<file path="config.mk">
export PLATFORM = sky130hd
export DESIGN_NAME = gpu_blitter
export DESIGN_NICKNAME = d
export VERILOG_FILES = /design/src/rtl/gpu_blitter.sv
export SDC_FILE = /design/constraint.sdc
export NUM_CORES = 1
export LEC_CHECK = 0
export BUFFER_PORTS_ARGS = -buffer_cell sky130_fd_sc_hd__buf_2
export CAP_MARGIN = 20
export CORE_ASPECT_RATIO = 0.7
export CORE_MARGIN = 5
export CORE_UTILIZATION = 37
export DETAILED_ROUTE_END_ITERATION = 12
export PLACE_DENSITY = 0.61
export SLEW_MARGIN = 15
export SYNTH_ARGS = -nofsm -noshare
export SYNTH_HDL_FRONTEND = slang
export SYNTH_SLANG_ARGS = --single-unit
</file>
<file path="constraint.sdc">
create_clock -name clk -period 19.3 [get_ports clk]
set_input_delay 4.825 -clock clk [delete_from_list [all_inputs] [get_ports clk]]
set_output_delay 4.825 -clock clk [all_outputs]
set_load 0.02 [all_outputs]
</file>
<file path="src/rtl/gpu_blitter.sv">
// gpu_blitter: rectangle copy / fill engine feeding a framebuffer write port.
//
// Blit modes read source pixels through a pipelined memory port. Up to
// MAX_OUTSTANDING reads may be in flight. Each accepted read pushes its
// destination coordinate into a small tag FIFO. Each in-order response pops
// one tag, and the pixel is written in that same cycle.
// Fill mode writes one constant-colour pixel per cycle with no memory traffic.
//
// Ports:
//   clk, reset (async, active-low)
//   mem_addr/mem_read/mem_ready     read request channel
//   mem_data/mem_valid              in-order read responses
//   ctrl_*                          command parameters, latched on a ctrl_start rising edge
//   ctrl_busy                       command in progress
//   fb_x/fb_y/fb_color/fb_write     framebuffer write port; only on-screen pixels are written
module gpu_blitter #(
  parameter int FB_WIDTH        = 400,
  parameter int FB_HEIGHT       = 240,
  parameter int MAX_OUTSTANDING = 4,
  localparam int CW = $clog2(FB_WIDTH) + 3,
  localparam int CH = $clog2(FB_HEIGHT) + 3,
  localparam int XW = $clog2(FB_WIDTH) + 1,
  localparam int YW = $clog2(FB_HEIGHT) + 1
) (
  input  logic          clk,
  input  logic          reset,
  output logic [31:0]   mem_addr,
  output logic          mem_read,
  input  logic          mem_ready,
  input  logic [15:0]   mem_data,
  input  logic          mem_valid,
  input  logic [31:0]   ctrl_address,
  input  logic [15:0]   ctrl_address_x,
  input  logic [15:0]   ctrl_address_y,
  input  logic [15:0]   ctrl_image_width,
  input  logic [CW-1:0] ctrl_width,
  input  logic [CH-1:0] ctrl_height,
  input  logic [CW-1:0] ctrl_x,
  input  logic [CH-1:0] ctrl_y,
  input  logic [1:0]    ctrl_mode,
  input  logic          ctrl_flip_x,
  input  logic          ctrl_flip_y,
  input  logic [15:0]   ctrl_color,
  input  logic          ctrl_start,
  output logic          ctrl_busy,
  output logic [XW-1:0] fb_x,
  output logic [YW-1:0] fb_y,
  output logic [15:0]   fb_color,
  output logic          fb_write
);

  localparam int PW = (MAX_OUTSTANDING > 1) ? $clog2(MAX_OUTSTANDING) : 1;
  localparam int OW = $clog2(MAX_OUTSTANDING) + 1;
  localparam logic [CW-1:0] ONE_W = {{(CW-1){1'b0}}, 1'b1};
  localparam logic [CH-1:0] ONE_H = {{(CH-1){1'b0}}, 1'b1};
  localparam logic [OW-1:0] ONE_O = {{(OW-1){1'b0}}, 1'b1};

  typedef enum logic [1:0] {IDLE = 2'd0, ISSUE = 2'd1, DRAIN = 2'd2, FILL = 2'd3} state_t;

  state_t        state_r, state_s;
  logic          start_d_r;
  logic [31:0]   base_r;
  logic [15:0]   ax_r, ay_r, iw_r, color_r;
  logic [CW-1:0] w_r, x_r, col_r;
  logic [CH-1:0] h_r, y_r, row_r;
  logic [1:0]    mode_r;
  logic          flip_x_r, flip_y_r;
  logic [OW-1:0] out_r, out_next_s;
  logic [PW-1:0] wr_ptr_r, rd_ptr_r;
  logic [CW-1:0] tag_x_r [MAX_OUTSTANDING];
  logic [CH-1:0] tag_y_r [MAX_OUTSTANDING];

  logic          start_s, zero_s, last_s, accept_s, resp_s, fill_s;
  logic [CW-1:0] sc_s, dest_x_s, px_s;
  logic [CH-1:0] sr_s, dest_y_s, py_s;
  logic [31:0]   lin_s, addr_s;
  logic [15:0]   pc_s;
  logic          act_s, in_range_s, opaque_s;

  // Circular pointer advance for a FIFO whose depth need not be a power of two
  function automatic logic [PW-1:0] ptr_inc(input logic [PW-1:0] p);
    if (p == PW'(MAX_OUTSTANDING - 1)) begin
      return {PW{1'b0}};
    end else begin
      return p + {{(PW-1){1'b0}}, 1'b1};
    end
  endfunction

  assign start_s  = ctrl_start & ~start_d_r;
  assign zero_s   = (w_r == {CW{1'b0}}) || (h_r == {CH{1'b0}});
  assign last_s   = (col_r == w_r - ONE_W) && (row_r == h_r - ONE_H);
  assign mem_read = (state_r == ISSUE) && !zero_s && (out_r < OW'(MAX_OUTSTANDING));
  assign accept_s = mem_read && mem_ready;
  // A response with nothing outstanding (e.g. one left over from before a reset) is ignored
  assign resp_s   = mem_valid && (out_r != {OW{1'b0}}) && ((state_r == ISSUE) || (state_r == DRAIN));
  assign fill_s   = (state_r == FILL) && !zero_s;

  assign sc_s     = flip_x_r ? (w_r - ONE_W - col_r) : col_r;
  assign sr_s     = flip_y_r ? (h_r - ONE_H - row_r) : row_r;
  assign lin_s    = (32'(ay_r) + 32'(sr_s)) * {16'd0, iw_r} + {16'd0, ax_r} + 32'(sc_s);
  assign addr_s   = base_r + {lin_s[30:0], 1'b0};
  // Counters only move on acceptance, so the address holds through a stall
  assign mem_addr = (state_r == ISSUE) ? addr_s : 32'd0;

  assign dest_x_s = x_r + col_r;
  assign dest_y_s = y_r + row_r;
  assign ctrl_busy = (state_r != IDLE);

  // Outstanding-count update: simultaneous accept and response cancel out
  always_comb begin
    out_next_s = out_r;
    if (accept_s && !resp_s) begin
      out_next_s = out_r + ONE_O;
    end else if (!accept_s && resp_s) begin
      out_next_s = out_r - ONE_O;
    end else begin
      out_next_s = out_r;
    end
  end

  // Next-state logic
  always_comb begin
    state_s = state_r;
    case (state_r)
      IDLE: begin
        if (start_s) begin
          if (ctrl_mode == 2'b01) state_s = FILL;
          else                    state_s = ISSUE;
        end else begin
          state_s = IDLE;
        end
      end
      ISSUE: begin
        if (zero_s)                   state_s = IDLE;
        else if (accept_s && last_s)  state_s = DRAIN;
        else                          state_s = ISSUE;
      end
      DRAIN: begin
        if (out_next_s == {OW{1'b0}}) state_s = IDLE;
        else                          state_s = DRAIN;
      end
      FILL: begin
        if (zero_s || last_s) state_s = IDLE;
        else                  state_s = FILL;
      end
      default: state_s = IDLE;
    endcase
  end

  // Pixel source select: memory response in blit modes, constant colour in fill
  always_comb begin
    px_s  = {CW{1'b0}};
    py_s  = {CH{1'b0}};
    pc_s  = 16'd0;
    act_s = 1'b0;
    if (resp_s) begin
      px_s  = tag_x_r[rd_ptr_r];
      py_s  = tag_y_r[rd_ptr_r];
      pc_s  = mem_data;
      act_s = 1'b1;
    end else if (fill_s) begin
      px_s  = dest_x_s;
      py_s  = dest_y_s;
      pc_s  = color_r;
      act_s = 1'b1;
    end else begin
      act_s = 1'b0;
    end
  end

  // Mode 11 behaves as transparent blit; only fill and opaque blit ignore colour bit 0
  assign opaque_s   = (mode_r == 2'b01) || (mode_r == 2'b10);
  assign in_range_s = !px_s[CW-1] && (px_s < CW'(FB_WIDTH)) &&
                      !py_s[CH-1] && (py_s < CH'(FB_HEIGHT));
  assign fb_write   = act_s && in_range_s && (opaque_s || pc_s[0]);
  assign fb_x       = px_s[XW-1:0];
  assign fb_y       = py_s[YW-1:0];
  assign fb_color   = pc_s;

  // Command parameter latch, captured on the accepted start edge
  always_ff @(posedge clk or negedge reset) begin
    if (!reset) begin
      base_r   <= 32'd0;
      ax_r     <= 16'd0;
      ay_r     <= 16'd0;
      iw_r     <= 16'd0;
      color_r  <= 16'd0;
      w_r      <= {CW{1'b0}};
      h_r      <= {CH{1'b0}};
      x_r      <= {CW{1'b0}};
      y_r      <= {CH{1'b0}};
      mode_r   <= 2'b00;
      flip_x_r <= 1'b0;
      flip_y_r <= 1'b0;
    end else if ((state_r == IDLE) && start_s) begin
      base_r   <= ctrl_address;
      ax_r     <= ctrl_address_x;
      ay_r     <= ctrl_address_y;
      iw_r     <= ctrl_image_width;
      color_r  <= ctrl_color;
      w_r      <= ctrl_width;
      h_r      <= ctrl_height;
      x_r      <= ctrl_x;
      y_r      <= ctrl_y;
      mode_r   <= ctrl_mode;
      flip_x_r <= ctrl_flip_x;
      flip_y_r <= ctrl_flip_y;
    end
  end

  // State, start-edge detector, outstanding count and traversal counters
  always_ff @(posedge clk or negedge reset) begin
    if (!reset) begin
      state_r   <= IDLE;
      start_d_r <= 1'b0;
      out_r     <= {OW{1'b0}};
      col_r     <= {CW{1'b0}};
      row_r     <= {CH{1'b0}};
    end else begin
      state_r   <= state_s;
      start_d_r <= ctrl_start;
      out_r     <= out_next_s;
      if ((state_r == IDLE) && start_s) begin
        col_r <= {CW{1'b0}};
        row_r <= {CH{1'b0}};
      end else if (accept_s || fill_s) begin
        if (col_r == w_r - ONE_W) begin
          col_r <= {CW{1'b0}};
          row_r <= row_r + ONE_H;
        end else begin
          col_r <= col_r + ONE_W;
        end
      end
    end
  end

  // Destination tag FIFO: one entry per read in flight
  always_ff @(posedge clk or negedge reset) begin
    if (!reset) begin
      wr_ptr_r <= {PW{1'b0}};
      rd_ptr_r <= {PW{1'b0}};
      for (int i = 0; i < MAX_OUTSTANDING; i++) begin
        tag_x_r[i] <= {CW{1'b0}};
        tag_y_r[i] <= {CH{1'b0}};
      end
    end else begin
      if (accept_s) begin
        tag_x_r[wr_ptr_r] <= dest_x_s;
        tag_y_r[wr_ptr_r] <= dest_y_s;
        wr_ptr_r          <= ptr_inc(wr_ptr_r);
      end
      if (resp_s) begin
        rd_ptr_r <= ptr_inc(rd_ptr_r);
      end
    end
  end

endmodule

</file>
Word-level counts from Yosys, hierarchy flattened
Cells that the tools add are included.
{ "classes": {"div": 0, "n_eq_ne": 10, "bitwise": 4, "n_lt_le_gt_ge": 6, "reduce_logical": 37, "multipliers": 1, "n_shift": 0, "muxes": 40, "n_addsub": 16} }
{ "op_table": {"columns": ["cell", "count"], "rows": [
  ["two-way mux 12 bit", 9],
  ["two-way mux 11 bit", 9],
  ["bitwise mux 48 bit", 1],
  ["bitwise mux 44 bit", 1],
  ["adder 32 bit", 1],
  ["two-way mux 16 bit", 2],
  ["two-way mux 32 bit", 1],
  ["adder 31 x 12 -> 31 bit", 1],
  ["adder 31 x 16 -> 31 bit", 1],
  ["multiplier 17 x 16 -> 31 bit", 1],
  ["binary-select mux 12 bit (select 2 bit)", 1],
  ["demux 12 bit (select 2 bit)", 1],
  ["binary-select mux 11 bit (select 2 bit)", 1],
  ["demux 11 bit (select 2 bit)", 1],
  ["adder 16 x 11 -> 17 bit", 1],
  ["logical AND 1 bit", 17],
  ["two-way mux 2 bit", 8],
  ["adder 12 x 1 -> 12 bit (second input constant)", 1],
  ["adder 12 bit", 1],
  ["== test 12 bit", 1],
  ["zero test 12 bit", 1],
  ["< comparator 12 x 9 -> 1 bit (second input constant)", 1],
  ["subtractor 12 x 1 -> 12 bit (second input constant)", 1],
  ["subtractor 12 bit", 1],
  ["28 further kinds", 50]
]} }
{ "word_totals": {"romBits": 0, "inputBits": 167, "output_inout_bits": 70, "reg_bits": 271, "ram_bits": 0, "latchBits": 0, "mem_count": 0} }

Longest topological paths before layout
Gate-level depths: netlist of the first run.
{ "depth": {"word_depth": 13, "depth_mapped": 53} }

Worst setup path after synthesis of the first run
No wires, ideal clock.
{ "synth_timing": {"path_kind": "register to output", "startpoint": "reg h_r[0]", "endpoint": "out mem_addr[31]", "path_slack_ps": 3258, "stages_incl_launch_ff": 52, "required_ps": 14475, "t_arrival_ps": 11217, "path_cell_list": "dfrtp_1 -> inv_1 -> ha_1 -> xor2_1 -> ha_1 -> nor2b_1 -> o21ai_1 -> a21oi_1 -> o21ai_1 -> a21boi_1 -> nand3b_1 -> o21ai_0 -> ha_1 -> nor2_1 -> or4b_1 -> a311oi_1 -> o21ai_1 -> a21oi_1 -> [16 not listed] -> and4b_1 -> o31ai_1 -> o21ai_1 -> o21ai_1 -> a21o_1 -> a21oi_1 -> xnor2_1 -> ha_1 -> clkbuf_1 -> a21o_1 -> a21oi_1 -> nor2b_1 -> a2111oi_0 -> a21o_1 -> a41oi_1 -> xnor2_1 -> xnor2_1 -> mux2_1"} }
{ "synth_between": {"elab_chain_cells": 9} }
{ "synth_lines": {"columns": ["element", "line_no", "text"], "rows": [
  ["from (decl)", "65", "logic [CH-1:0] h_r, y_r, row_r;"],
  ["from (signal assigned)", "189", "h_r <= {CH{1'b0}};"],
  ["from (signal assigned)", "202", "h_r <= ctrl_height;"],
  ["subtractor 11 x 1 -> 11 bit", "99", "assign sr_s = flip_y_r ? (h_r - ONE_H - row_r) : row_r;"],
  ["subtractor 11 bit", "99", null],
  ["two-way mux 11 bit", "99", null],
  ["adder 16 x 11 -> 17 bit", "100", "assign lin_s = (32'(ay_r) + 32'(sr_s)) * {16'd0, iw_r} + {16'd0, ax_r} + 32'(sc_s);"],
  ["multiplier 17 x 16 -> 31 bit", "100", null],
  ["adder 31 x 16 -> 31 bit", "100", null],
  ["adder 31 x 12 -> 31 bit", "100", null],
  ["adder 32 bit", "101", "assign addr_s = base_r + {lin_s[30:0], 1'b0};"],
  ["two-way mux 32 bit", "103", "assign mem_addr = (state_r == ISSUE) ? addr_s : 32'd0;"],
  ["to (decl)", "27", "output logic [31:0] mem_addr,"]
]} }
Every way passes these cells.

Final worst setup path of the first run
Ends and elaborated chain as after synthesis.

==> results of run 1 <==
-- layout by cell type (no fill, tap or decap), types with 27 or more instances in the layout --
master     Yosys  routed
o21ai_1       32      32
buf_4          0      30
dfrtp_1      271     270
and2_1       119     118
buf_2          7     235
ha_1         201     201
nor2_1       101     100
o21ai_0      110     110
inv_1        386     386
mux2_2        33      33
xor2_1        43      41
a21oi_1       79      78
xnor2_1       86      83
fa_1         241     241
mux2_1        40      40
nor2b_1       27      27
a21o_1        37      37
clkbuf_16      0      34
nand2_1      697     696
-- layout make-up --
cell class                 instances  share of cell area, %
multi-input combinational       2139                  59.03
sequential                       271                  23.42
inverter                         387                  5.016
timing repair buffer             266                  4.890
tap                              902                  3.897
clock buffer                      44                  3.240
clock inverter                    13                 0.4968
antenna                            1               0.008640
-- state kept, by name, summed over array words and instances (netlist names), 3 cells and up --
signal   flops
x_r         12
h_r         11
ax_r        16
tag_y_r     44
row_r       11
col_r       12
w_r         12
ay_r        16
y_r         11
iw_r        16
tag_x_r     48
base_r      32
color_r     16
out_r        3
-- metrics by stage --
stage / setup WS, ps / instance area (µm²) / cells / utilization [%]
after floorplan: 3258 / 25720 / 2907 / -
after global placement: 2537 / 27880 / 3965 / 40.72
after detailed placement: 2186 / 27880 / 3965 / 40.72
after CTS: 1491 / 28960 / 4022 / 42.30
after global routing: 561.2 / 28960 / 4022 / 42.30
final: 1455 / 28960 / 4023 / 42.30
-- cell families (layout without fill, tap and decap cells) --
group,count (synthesis),count (layout)
multiplexers,107,107
flip-flops,271,271
AO/OA/AOI/OAI,374,374
adder cells (fa/ha/maj),443,443
AND/OR/NAND/NOR,1086,1086
buffers and inverters,497,710
XOR/XNOR,129,129
other,0,1
-- per-layer routing --
| layer | wire (µm) | track usage [%] | share of wire [%] | up-vias |
|---|---|---|---|---|
| met5 | 30 | 0 | 0.042 | - |
| met4 | 1217 | 3.757 | 1.7 | 6 |
| met3 | 4663 | 4.288 | 6.5 | 72 |
| met2 | 29400 | 27.94 | 41 | 489 |
| met1 | 36400 | 29.13 | 51 | 9804 |
| li1 | - | - | - | 9690 |
-- path summary, 6_finish.rpt --
check	cells after the start	endpoint	slack (ps)	from
worst min register to register	2	base_r[0]$_DFFE_PN0P_	470	base_r[0]$_DFFE_PN0P_
worst max register to register	13	row_r[9]$_DFFE_PN0P_	15150	w_r[4]$_DFFE_PN0P_
worst max-delay path	50	mem_addr[31]	1460	h_r[0]$_DFFE_PN0P_
min in group asynchronous	1	color_r[10]$_DFFE_PN0P_	4280	reset
worst min-delay path	2	base_r[0]$_DFFE_PN0P_	470	base_r[0]$_DFFE_PN0P_
max in group asynchronous	2	col_r[2]$_DFFE_PN0P_	13540	reset
-- worst max-delay path, delay by kind of cell, from the launching register on --
family,cells,cell delay (ps)
and+or+nand+nor,7,1490
DFF,1,400
AOI/OAI and AO/OA,19,4130
xor gates and xnor gates,5,790
adders and majority gates,11,4660
buffers and inverters,7,660
muxes,1,330
==> impl_metrics.ini, run 1 <==
[outcome]
outcome = finished clean

[global_route]
grt_pass1_vias = 20435
grt-ovfl-total = 0
grt_use_total_pct = 19.13
grt_pass1_wl_mm = 115.8
grt_max_degree = 102
grt_antenna_before_repair = 3

[clocking]
clk_pin_slew_worst_paths_ps = 60
clkLatencyLatePin_ps = 560
clockBufferDepth = 3
htree_levels = 2
cts_resized = 0
cts_hold_buf = 0
clkSinkCount = 271
cts_tree = done
cts_root_buffer = clkbuf_16
post_cts_buffers = 0
cts-buffers-inserted = 34

[synthesis]
synth_common_cells = 697 x nand2_1, 386 x inv_1, 271 x dfrtp_1
syn_nets = 3516
syn_area_per_cell_um2 = 8.848
synth_compound_area_share_pct = 9.102
yosys_warnings = 0
synth_top_area_share_pct = 26.37
yosys.area_share.adder_pct = 28.57
synth_most_common_cell = nand2_1
seq_area_frac_synth_pct = 26.37
synth_top_area_cell = dfrtp_1
syn_inst = 2907
synth-edff-count = 0
synth.area.top_cells = dfrtp_1 26%, fa_1 19%, nand2_1 10%
synth_top_family_by_area = adder cells
synth-simple-area-share_pct = 18.66
ys_types = 77
synthFlopType = dfrtp_1
muxShareOfSynthArea_pct = 5.502
synth-seq-cells = 271
synth-xor-area-share_pct = 4.393
async_flop_share_pct = 100.0
mappedNetlistArea_um2 = 25720

[floorplan]
initial_core_util_pct = 37.57
num_io_pins = 237
die_x_um = 325.1
rows = 80
core_area_um2 = 68470
die_area_um2 = 74970
die_h_um = 230.6

[drt]
drcViolationCount = 0
routed_wl_mm = 71.70
first_pass_iters = 5
antenna_left = 0
dr.first_iter.drc_count = 1323
wl_per_cell_um = 17.82
dr_total_vias = 20061
vias_per_cell = 4.987

[worst_hold_path]
hold_class = reg2reg

[layout]
nFillCells = 6863
ff_latch_area_um2 = 6783
drive_gt1_share_pct = 12.63
nets = 3708
multi_input_area_um2 = 17100
area_growth_pct = 12.60

[critical_path]
cpPeakStageDelay_ps = 570
worstPathRequired_ps = 14480
criticalPathCategory = reg2out
path_max_fanout = 16
critPathArrivalTime_ps = 13020
cp_slowest_cell = a2111oi_0
end_kind = output port
path_common_cell = fa_1
startpoint_type = flip-flop

[timing]
worst_slew_pin_slew_ps = 1001
post-route-min-period_ps = 17840
whs_ps = 469.7
finalHoldViolations = 0
fin_skew_ps = 17.03
max_slew_margin_pct = 33.21
post-route-period-util_pct = 92.46
setup_tns_ps = 0
rsz0062_at_grt = false
setup_viol = 0
max_freq_ghz = 0.05604
timing.final.max_slew_violations = 0

[flow_run]
max-cap-violations = 0

[placed_design]
io_buffers = 236
dp_hpwl_mm = 54.59
gp_congestion = 0.9012
Power of run 1 is not shown: default switching activity piles up to over one toggle a cycle in this logic, so the estimate is an artifact.
==> inputs of run 2 (changes only) <==
Settings changed: CORE_UTILIZATION 37 to 50, PLACE_DENSITY 0.61 to 0.76, REMOVE_ABC_BUFFERS set to 1.
==> run 2 against run 1 <==
- register-to-register slack lost 30 ps
- global-route usage grew 4.5 points
- fmax grew 0.75%
- critical endpoint unchanged
==> impl_metrics.ini, run 2 (same netlist as run 1, synthesis figures left out) <==
[placed_design]
gp_congestion = 0.9054
placed_area_um2 = 27540
dp_hpwl_mm = 50.19
io_buffers = 236

[global_route]
grt_max_degree = 82
grt_pass1_vias = 20730
grt_antenna_before_repair = 0
grt_use_total_pct = 23.60
grt_pass1_wl_mm = 108.1
grt-ovfl-total = 0

[clocking]
htree_levels = 1
post_cts_buffers = 0
cts_root_buffer = clkbuf_16
clk_pin_slew_worst_paths_ps = 70
clkLatencyLatePin_ps = 580
cts-buffers-inserted = 30
clkSinkCount = 271
cts_resized = 0
cts_tree = done
clockBufferDepth = 3
cts_hold_buf = 0

[floorplan]
die_x_um = 281.1
die_h_um = 199.8
rows = 69
die_area_um2 = 56150
num_io_pins = 237
initial_core_util_pct = 50.58
core_area_um2 = 50850

[drt]
wl_per_cell_um = 17.41
vias_per_cell = 5.392
routed_wl_mm = 65.91
drcViolationCount = 0
first_pass_iters = 5
dr_total_vias = 20409
antenna_left = 0
dr.first_iter.drc_count = 1415

[outcome]
outcome = finished clean

[critical_path]
worstPathRequired_ps = 14480
path_max_fanout = 16
criticalPathCategory = reg2out
path_common_cell = fa_1
startpoint_type = flip-flop
cpPeakStageDelay_ps = 540
critPathArrivalTime_ps = 12890
crit_family = adder cells
cp_slowest_cell = fa_1
end_kind = output port
critPathBufInv = 7

[timing]
setup_viol = 0
finalHoldViolations = 0
timing.final.max_slew_violations = 0
rsz0062_at_grt = false
max_freq_ghz = 0.05646
fin_skew_ps = 13.84
worst_slew_pin_slew_ps = 1087
max_slew_margin_pct = 27.47
post-route-min-period_ps = 17710
post-route-period-util_pct = 91.77
setup_tns_ps = 0

[layout]
area_growth_pct = 11.26
largest_register_ffs = 48
top_register = tag_x_r
nFillCells = 4501
largestRegisters = tag_x_r x48, tag_y_r x44, base_r x32
final_area_um2 = 28620
final_common_cell = nand2_1
drive_gt1_share_pct = 12.48
nets = 3695
final_cell_mix = 696 x nand2_1, 386 x inv_1, 270 x dfrtp_1

[flow_run]
max-cap-violations = 0

[worst_hold_path]
hold_class = reg2reg
[run 2: cell types whose count changed in the layout (fill, tap and decap cells not counted), sizes merged]
cell / before / now
clkinvlp: 1 / 3
bufinv: 1 / 4
clkbuf: 44 / 38
buf: 266 / 257
[run 2: worst reg2reg max path, stage by stage (launching register included)]
cell and delay [ps]:
dfrtp_1 450, nor4_4 440, nand2b_1 160, nor3_1 200, xor2_1 100, ha_1 380, nand4_1 180, or3_1 380
o21ai_1 540, nor2b_1 230, buf_4 210, nand4_1 260, or3_1 420, a21oi_1 150
[run 2: worst paths after layout]
check                      slack (ps)                     end  depth (start not counted)             startpoint
min                               470   base_r[0]$_DFFE_PN0P_                          2  base_r[0]$_DFFE_PN0P_
max reg2reg                     15120    row_r[9]$_DFFE_PN0P_                         13     w_r[4]$_DFFE_PN0P_
max                              1590            mem_addr[31]                         50     h_r[0]$_DFFE_PN0P_
min reg2reg                       470   base_r[0]$_DFFE_PN0P_                          2  base_r[0]$_DFFE_PN0P_
max in group asynchronous       12960  base_r[13]$_DFFE_PN0P_                          3                  reset
min in group asynchronous        4230      y_r[8]$_DFFE_PN0P_                          1                  reset
[run 2: layout make-up]
| cell class | count | area [µm²] | share of cell area, % |
|---|---|---|---|
| antenna | 1 | 2.502 | 0.008745 |
| clock buffer | 38 | 832.0 | 2.908 |
| clock inverter | 18 | 230.2 | 0.8045 |
| inverter | 387 | 1453 | 5.076 |
| multi-input combinational | 2139 | 17120 | 59.84 |
| sequential | 271 | 6783 | 23.70 |
| tap | 674 | 843.3 | 2.947 |
| timing repair buffer | 257 | 1349 | 4.713 |
[run 2: metal layers]
layer  up-vias  track usage [%]  wire (µm)
li1       9672                -          -
met2       692            36.16      28320
met3       108            4.093       4989
met4         0            6.344       1823
met5         -                0          0
met1      9937            35.11      30780
[run 2: metrics by stage]
step | hold WS [ps] | setup WS [ps] | std cells | util, %
finish | 473.0 | 1589 | 3785 | 56.28
global route | 498.0 | 484.2 | 3784 | 56.27
CTS | 478.0 | 1272 | 3784 | 56.26
detailed placement | 461.5 | 1931 | 3728 | 54.17
global placement | 457.5 | 2323 | 3728 | 54.17
floorplan | 438.0 | 3360 | 2797 | -
Power of run 2 is left out for the same reason.
==> inputs of run 3 (changes only) <==
Settings changed: CAP_MARGIN 20 to unset, CORE_UTILIZATION 50 to 45, PLACE_DENSITY 0.76 to 0.7.
==> run 3 against run 2 <==
- cell area is 0.14% higher
- setup slack worse by 180 ps
- global-route usage is 2.1 points lower
- highest routed layer unchanged
==> impl_metrics.ini, run 3 (same netlist as run 1, synthesis figures left out) <==
[outcome]
outcome = finished clean

[layout]
final_common_cell = nand2_1
nFillCells = 5293
area_growth_pct = 11.41
top_register = tag_x_r
final_area_um2 = 28660
drive_gt1_share_pct = 12.29
final_cell_mix = 696 x nand2_1, 386 x inv_1, 270 x dfrtp_1
nets = 3695
largest_register_ffs = 48
largestRegisters = tag_x_r x48, tag_y_r x44, base_r x32

[timing]
finalHoldViolations = 0
setup_tns_ps = 0
setup_viol = 0
fin_skew_ps = 24.29
max_slew_margin_pct = 29.12
rsz0062_at_grt = false
post-route-period-util_pct = 92.68
max_freq_ghz = 0.05591
setup_ws_ps = 1413
post-route-min-period_ps = 17890
timing.final.max_slew_violations = 0
whs_ps = 475.3
worst_slew_pin_slew_ps = 1062

[critical_path]
end_kind = output port
cpPeakStageDelay_ps = 600
cp_slowest_cell = a2111oi_0
critPathArrivalTime_ps = 13060
criticalPathCategory = reg2out
path_max_fanout = 16
worstPathRequired_ps = 14480
path_common_cell = fa_1
startpoint_type = flip-flop

[drt]
antenna_left = 0
drcViolationCount = 0
routed_wl_mm = 66.61
wl_per_cell_um = 17.26
first_pass_iters = 6
dr_total_vias = 20027
dr.first_iter.drc_count = 1518
vias_per_cell = 5.190

[clocking]
cts_root_buffer = clkbuf_16
cts_hold_buf = 0
clk_pin_slew_worst_paths_ps = 60
cts_resized = 0
cts_tree = done
post_cts_buffers = 0
htree_levels = 1
clockBufferDepth = 3
clkLatencyLatePin_ps = 590
clkSinkCount = 271
cts-buffers-inserted = 30

[floorplan]
initial_core_util_pct = 45.35
rows = 73
die_h_um = 210.0
core_area_um2 = 56720
die_x_um = 295.8
die_area_um2 = 62110
num_io_pins = 237

[global_route]
grt_pass1_wl_mm = 109.0
grt_antenna_before_repair = 1
grt-ovfl-total = 0
grt_use_total_pct = 21.49
grt_pass1_vias = 20187
grt_max_degree = 174

[placed_design]
io_buffers = 236
dp_hpwl_mm = 49.91
gp_congestion = 0.8904
placed_area_um2 = 27640
pre_cts_ws_ps = 2209

[worst_hold_path]
hold_class = reg2reg

[flow_run]
max-cap-violations = 0
run 3: cell count changes in the layout (fill, tap and decap cells not counted), sizes merged:
cell    delta
clkbuf     +2
clkinv     -2
inv        -1
bufinv     -1
run 3: worst max-delay path, delay by kind of cell (launching register included):
| family | cells | cell delay, ps |
|---|---|---|
| muxes | 1 | 330 |
| buffers and inverters | 7 | 640 |
| AOI/OAI and AO/OA | 19 | 4160 |
| and+or+nand+nor | 7 | 1470 |
| xor gates and xnor gates | 5 | 780 |
| DFF | 1 | 400 |
| adders and majority gates | 11 | 4670 |
run 3: layer usage:
layer  routed length (µm)  GRT usage [%]  up-vias
li1                     -              -     9666
met1                32630          32.98     9736
met2                28450          32.55      556
met3                 4477          4.003       69
met4                 1048          3.361        0
met5                    0              0        -
run 3: layout make-up:
class                      instances  area [µm²]  share of cell area, %
multi-input combinational       2139       17110                  59.70
sequential                       271        6783                  23.67
inverter                         387        1453                  5.069
timing repair buffer             257        1361                  4.750
tap                              750       938.4                  3.275
clock buffer                      40       839.6                  2.930
clock inverter                    14       170.2                 0.5938
antenna                            1       2.502               0.008732
run 3: path summary, 6_finish.rpt:
check,from,endpoint,slack (ps),depth (start not counted)
max,h_r[0]$_DFFE_PN0P_,mem_addr[31],1410,50
min reg2reg,color_r[8]$_DFFE_PN0P_,color_r[8]$_DFFE_PN0P_,480,2
max reg2reg,w_r[5]$_DFFE_PN0P_,row_r[7]$_DFFE_PN0P_,15160,14
min in group asynchronous,reset,y_r[4]$_DFFE_PN0P_,4270,1
min,color_r[8]$_DFFE_PN0P_,color_r[8]$_DFFE_PN0P_,480,2
max in group asynchronous,reset,base_r[22]$_DFFE_PN0P_,13480,2
run 3: metrics by stage:
stage                     utilization, %  std cells
after floorplan                        -       2797
after global placement             48.74       3804
after detailed placement           48.74       3804
after CTS                          50.52       3858
after global routing               50.52       3859
final                              50.52       3859
Power of run 3 is left out for the same reason.
